$ cat src/rtl/spi_master_pkg.sv
// Shared types and default sizing for the SPI master core.
package spi_master_pkg;

    typedef enum logic [1:0] {
        IDLE  = 2'd0,
        SETUP = 2'd1,
        XFER  = 2'd2,
        HOLD  = 2'd3
    } spi_state_t;

    localparam int SPI_DATA_W_DEF  = 8;
    localparam int SPI_CLK_DIV_DEF = 4;

endpackage

$ cat src/rtl/spi_clk_gen.sv
// Half-period divider: while enabled, strobes tick once every CLK_DIV clk cycles,
// the first strobe landing CLK_DIV cycles after enable rises.
module spi_clk_gen
    import spi_master_pkg::*;
#(
    parameter int CLK_DIV = SPI_CLK_DIV_DEF
) (
    input  logic clk,
    input  logic rst,
    input  logic en,
    output logic tick
);

    localparam logic [7:0] LAST_CNT = 8'(CLK_DIV - 1);

    logic [7:0] cnt;

    always_ff @(posedge clk or posedge rst) begin
        if (rst) begin
            cnt <= '0;
        end else if (!en || cnt == LAST_CNT) begin
            cnt <= '0;
        end else begin
            cnt <= cnt + 8'd1;
        end
    end

    assign tick = en && (cnt == LAST_CNT);

endmodule

$ cat src/rtl/spi_master_core.sv
// SPI mode-0 master, MSB first, single slave, registered outputs.
// Define SPI_MASTER_LOOPBACK_EN to receive the core's own mosi instead of miso.
module spi_master_core
    import spi_master_pkg::*;
#(
    parameter int DATA_W  = SPI_DATA_W_DEF,
    parameter int CLK_DIV = SPI_CLK_DIV_DEF
) (
    input  logic              clk,
    input  logic              rst,
    input  logic              start,
    input  logic [DATA_W-1:0] tx_data,
    output logic [DATA_W-1:0] rx_data,
    output logic              busy,
    output logic              done,
    output logic              cs_b,
    output logic              sclk,
    output logic              mosi,
    input  logic              miso
);

    localparam logic [5:0] LAST_BIT = 6'(DATA_W - 1);

    spi_state_t        state, state_nxt;
    logic              tick;
    logic              accept, rise_evt, fall_evt, last_fall, hold_end;
    logic [5:0]        bit_cnt;
    logic [DATA_W-1:0] tx_shift, tx_next, rx_shift;
    logic              rx_bit;

`ifdef SPI_MASTER_LOOPBACK_EN
    logic unused_miso;
    assign unused_miso = miso;
    assign rx_bit      = mosi;
`else
    assign rx_bit = miso;
`endif

    spi_clk_gen #(.CLK_DIV(CLK_DIV)) u_clk_gen (
        .clk  (clk),
        .rst  (rst),
        .en   (state != IDLE),
        .tick (tick)
    );

    always_ff @(posedge clk or posedge rst) begin
        if (rst) state <= IDLE;
        else     state <= state_nxt;
    end

    // The SETUP->XFER strobe doubles as the first sclk rise.
    always_comb begin
        state_nxt = state;
        accept    = 1'b0;
        rise_evt  = 1'b0;
        fall_evt  = 1'b0;
        last_fall = 1'b0;
        hold_end  = 1'b0;
        case (state)
            IDLE: if (start) begin
                accept    = 1'b1;
                state_nxt = SETUP;
            end
            SETUP: if (tick) begin
                rise_evt  = 1'b1;
                state_nxt = XFER;
            end
            XFER: if (tick) begin
                if (sclk) begin
                    fall_evt = 1'b1;
                    if (bit_cnt == LAST_BIT) begin
                        last_fall = 1'b1;
                        state_nxt = HOLD;
                    end
                end else begin
                    rise_evt = 1'b1;
                end
            end
            HOLD: if (tick) begin
                hold_end  = 1'b1;
                state_nxt = IDLE;
            end
            default: state_nxt = IDLE;
        endcase
    end

    assign tx_next = tx_shift << 1;

    always_ff @(posedge clk or posedge rst) begin
        if (rst) begin
            cs_b    <= 1'b1;
            sclk    <= 1'b0;
            mosi    <= 1'b0;
            busy    <= 1'b0;
            done    <= 1'b0;
            rx_data <= '0;
            bit_cnt <= '0;
        end else begin
            done <= 1'b0;
            if (accept) begin
                cs_b    <= 1'b0;
                busy    <= 1'b1;
                mosi    <= tx_data[DATA_W-1];
                bit_cnt <= '0;
            end
            if (rise_evt) sclk <= 1'b1;
            // mosi holds the final bit through HOLD
            if (fall_evt) begin
                sclk <= 1'b0;
                if (!last_fall) begin
                    mosi    <= tx_next[DATA_W-1];
                    bit_cnt <= bit_cnt + 6'd1;
                end
            end
            if (hold_end) begin
                cs_b    <= 1'b1;
                busy    <= 1'b0;
                done    <= 1'b1;
                mosi    <= 1'b0;
                rx_data <= rx_shift;
            end
        end
    end

    always_ff @(posedge clk) begin
        if (accept)        tx_shift <= tx_data;
        else if (fall_evt) tx_shift <= tx_next;
        if (rise_evt)      rx_shift <= (rx_shift << 1) | DATA_W'(rx_bit);
    end

endmodule

$ cat config.mk
export PLATFORM = sky130hd
export DESIGN_NAME = spi_master_core
export DESIGN_NICKNAME = d
export VERILOG_FILES = /design/src/rtl/spi_master_pkg.sv /design/src/rtl/spi_clk_gen.sv /design/src/rtl/spi_master_core.sv
export SDC_FILE = /design/constraint.sdc
export NUM_CORES = 1
export LEC_CHECK = 0
export BUFFER_PORTS_ARGS = -buffer_cell sky130_fd_sc_hd__buf_2
export CORE_UTILIZATION = 54
export CTS_CLUSTER_SIZE = 8
export DETAILED_ROUTE_END_ITERATION = 12
export HOLD_SLACK_MARGIN = 0.06
export PLACE_DENSITY = 0.76
export SYNTH_ARGS = -nofsm -noshare
export SYNTH_HDL_FRONTEND = slang
export SYNTH_SLANG_ARGS = --single-unit
export TNS_END_PERCENT = 10
$ cat constraint.sdc
create_clock -name clk -period 3.95 [get_ports clk]
set_input_delay 0.79 -clock clk [delete_from_list [all_inputs] [get_ports clk]]
set_output_delay 0.79 -clock clk [all_outputs]
set_load 0.01 [all_outputs]
==> summary.md <==
| Metric | Value |
|---|---|
| Seq cells post-synth | 44 |
| Grt ovf | 0 |
| Number of ports placed on the die boundary | 25 |
| Number of antenna violations at the first check in global routing | 0 |
| Synthesized area per cell | 12.9 um^2 |
| CP Data Required Time | 4.25 ns |
| Synth cell types | 39 |
| Flop2flop setup slack | 1.64 ns |
| Via-per-instance ratio | 5.56 |
| Final nets | 197 |
| Leading area contributor after synthesis | dfrtp_1 |
| Buffer cell driving the clock tree root | clkbuf_4 |
| Class of the most critical hold timing path | register to register |
| CTS tree | built |
| Clock tree sinks | 44 |
| Number of flops mapped to enable cells by yosys | 15 |
| Count of pins over their slew limit | 0 |
| Post-detailed-route wirelength per cell | 14.4 um |
| Critical path class | register to register |
| Max-cap check violation count | 0 |
| Critical Path Slowest Stage Cell | or4_1 |
| Area Overhead vs Synth | 13.6% |
| Gr usage total | 19.9% |
| Htree depth | 2 |
| Number of global-route vias before repair | 1180 |
| Power share of the sequential group | 57.2% |
| Largest stage delay on the critical path | 0.60 ns |
| Detailed-route via count | 1250 |
| Synthesized area | 0.00194 mm^2 |
| Num CTS Buffers | 5 |
| Most instantiated cells after synthesis | dfrtp_1, edfxtp_1, mux2_2, nand2_1, nor2_1 |
| Detailed-route wire length | 3240 um |
| Largest cells by area after synthesis | dfrtp_1, edfxtp_1, mux2_2 |
| Cells after synthesis | 150 |
| Nature of the critical path endpoint | register |
| Post-synthesis async set-or-reset flop share | 65.9% |
| Max rail drop VDD | 260 uV |
| Startpoint class of the critical path | register |
| Most repeated cell in the gate-level netlist after synthesis | dfrtp_1 |
| Diodes inserted | 0 |
| Setup clock skew after layout | 0.0136 ns |
| Floorplan die area | 0.00384 mm^2 |
| Antenna Violating Nets Remaining | 0 |
| Dominant synthesized flop cell | dfrtp_1 |
| Share of the yosys chip area belonging to registers | 60.7% |
| Static leakage | 1.04 nW |
| Data arrival time of the worst path | 2.61 ns |
| Highest fanout seen on the critical path | 11 |
| Initial DRC Count | 37 |
| Worst path cell trace | inv_1 -> ha_1 -> nor4b_2 -> nand4_1 -> or4_1 -> a21oi_1 |
| Logic pwr share | 1.3% |
| Height of the die | 61.9 um |
| Clk pin slew, worst setup/hold paths | 0.13 ns |
| Clock network fraction of design power | 41.5% |
| Number of setup violations in the final report | 0 |
| Post-CTS setup-driven buffer insertion count | 0 |
| Hold bufs inserted after CTS | 0 |
| Number of cells upsized or downsized after cts | 0 |
| Hold Fails Final Rpt | 0 |
| Switching share of total power | 18.3% |
| Reg area | 0.00118 mm^2 |
| Result of the run | completed |
| Final Util | 65.0% |
| Buffers on Ports | 24 |
| Worst-Skew Late Latency | 0.36 ns |
| Clock Path Buffers | 2 |
| Starting Density | 57.3% |
| Highest Clock Rate | 0.433 GHz |
| Global-route wire length before repair | 5270 um |
| Fraction of layout cells with a size suffix above 1 | 29.1% |
| Post-route setup slack | 1.64 ns |
| Site row count | 21 |
| Worst setup slack before clock tree synthesis | 1.68 ns |
| HPWL reported at the end of detailed placement | 2340 um |
| Setup repair after global routing missed its margin | false |
| Remaining max-slew budget at the tightest pin | 28.2% |
| Crit share post-route | 58.4% |
| Number of nets produced by synthesis | 169 |
| Post-synth top area share | 36.1% |
| Filler instances | 256 |
| Multi-input combinational cell area | 718 um^2 |
| Routability Congestion | 0.742 |
| Power density normalized to cell area | 372 mW/mm^2 |
| Transition time at the pin with the least slew margin | 1.08 ns |
| Width of the die | 61.9 um |
| Final critical delay including setup and external delays | 2.31 ns |
| Core footprint | 0.00339 mm^2 |
| Switching pwr | 150 uW |
| Largest net degree at the start of global routing | 30 |
| Synthesis Warnings | 0 |
| Remaining design rule violation count | 0 |
| Count of TritonRoute iterations in the first routing pass | 4 |
| Internal power | 671 uW |
| Fin Setup TNS | 0 ns |
## final cells by class
cell class | count | share of cell area (%)
Tap cell | 46 | 2.61
Clock inverter | 2 | 2.72
Clock buffer | 6 | 1.87
Sequential cell | 44 | 53.4
Multi-Input combinational cell | 95 | 32.6
Timing Repair Buffer | 24 | 5.45
Inverter | 8 | 1.36
## through the flow
step | total power [mW] | std cells | cell area, um^2 | hold WS, ns
final | 0.821 | 225 | 2200 | 0.468
after global routing | 0.853 | 225 | 2200 | 0.493
after CTS | 0.828 | 225 | 2200 | 0.471
after detailed placement | 0.490 | 217 | 2100 | 0.440
after global placement | 0.489 | 217 | 2100 | 0.437
after floorplan | 0.483 | 150 | 1940 | 0.422
## flip-flops by register name, indices dropped and copies added (netlist names)
signal         flops
sclk               1
tx_shift           7
cs_b               1
done               1
rx_shift           8
mosi               1
state              2
busy               1
bit_cnt            6
u_clk_gen.cnt      8
rx_data            8
## power groups by stage
stage	Sequential [mW]	Clock [mW]	Combinational [mW]
2_1_floorplan	0.478	0	0.00461
3_3_place_gp	0.478	0	0.0110
3_5_place_dp	0.478	0	0.0117
4_1_cts	0.469	0.348	0.0117
5_1_grt	0.469	0.371	0.0129
6_report	0.469	0.341	0.0109
## routing by layer
layer	GRT usage (%)	vias to the layer above	share of wire, %
met5	0	-	0
met4	10.5	0	2.5
met3	6.21	10	3.6
met2	31.3	25	50
met1	24.6	611	44
li1	-	604	-
## worst max-delay path, delay by kind of cell (launching register included)
kind | cells | cell delay (ns)
buffers and inverters | 1 | 0.10
and+or+nand+nor | 3 | 1.28
AOI/OAI and AO/OA | 1 | 0.16
adders and majority gates | 1 | 0.29
DFF | 1 | 0.42
## cell families after synthesis
family,synth area share (%)
flops,60.7
fa+ha+maj,4.51
xor+xnor,2.71
mux,10.8
buf+inv,2.32
simple gates,13.7
compound gates,5.35
## cell usage in the layout (no fill, tap or decap), types with 3 or more instances in the layout
master / instances
xor2_1: 3
ha_1: 7
xnor2_1: 3
nand3_1: 6
edfxtp_1: 15
buf_2: 24
mux2i_1: 4
dfrtp_1: 28
nor2_1: 10
mux2_2: 15
clkbuf_4: 5
inv_1: 8
nand2_1: 15
## path summary, 6_finish.rpt
kind,endpoint,from,cells after the start
hold reg to reg,rx_shift[3]$_DFFE_PP_,rx_shift[2]$_DFFE_PP_,0
min in group asynchronous,u_clk_gen.cnt[7]$_DFF_PP0_,rst,2
setup / recovery,bit_cnt[3]$_DFF_PP0_,state[0]$_DFFE_PP0P_,6
setup reg to reg,bit_cnt[3]$_DFF_PP0_,state[0]$_DFFE_PP0P_,6
max in group asynchronous,u_clk_gen.cnt[2]$_DFF_PP0_,rst,2
hold / removal,rx_shift[3]$_DFFE_PP_,rx_shift[2]$_DFFE_PP_,0
No activity file was read; power rests on OpenSTA's default activity.
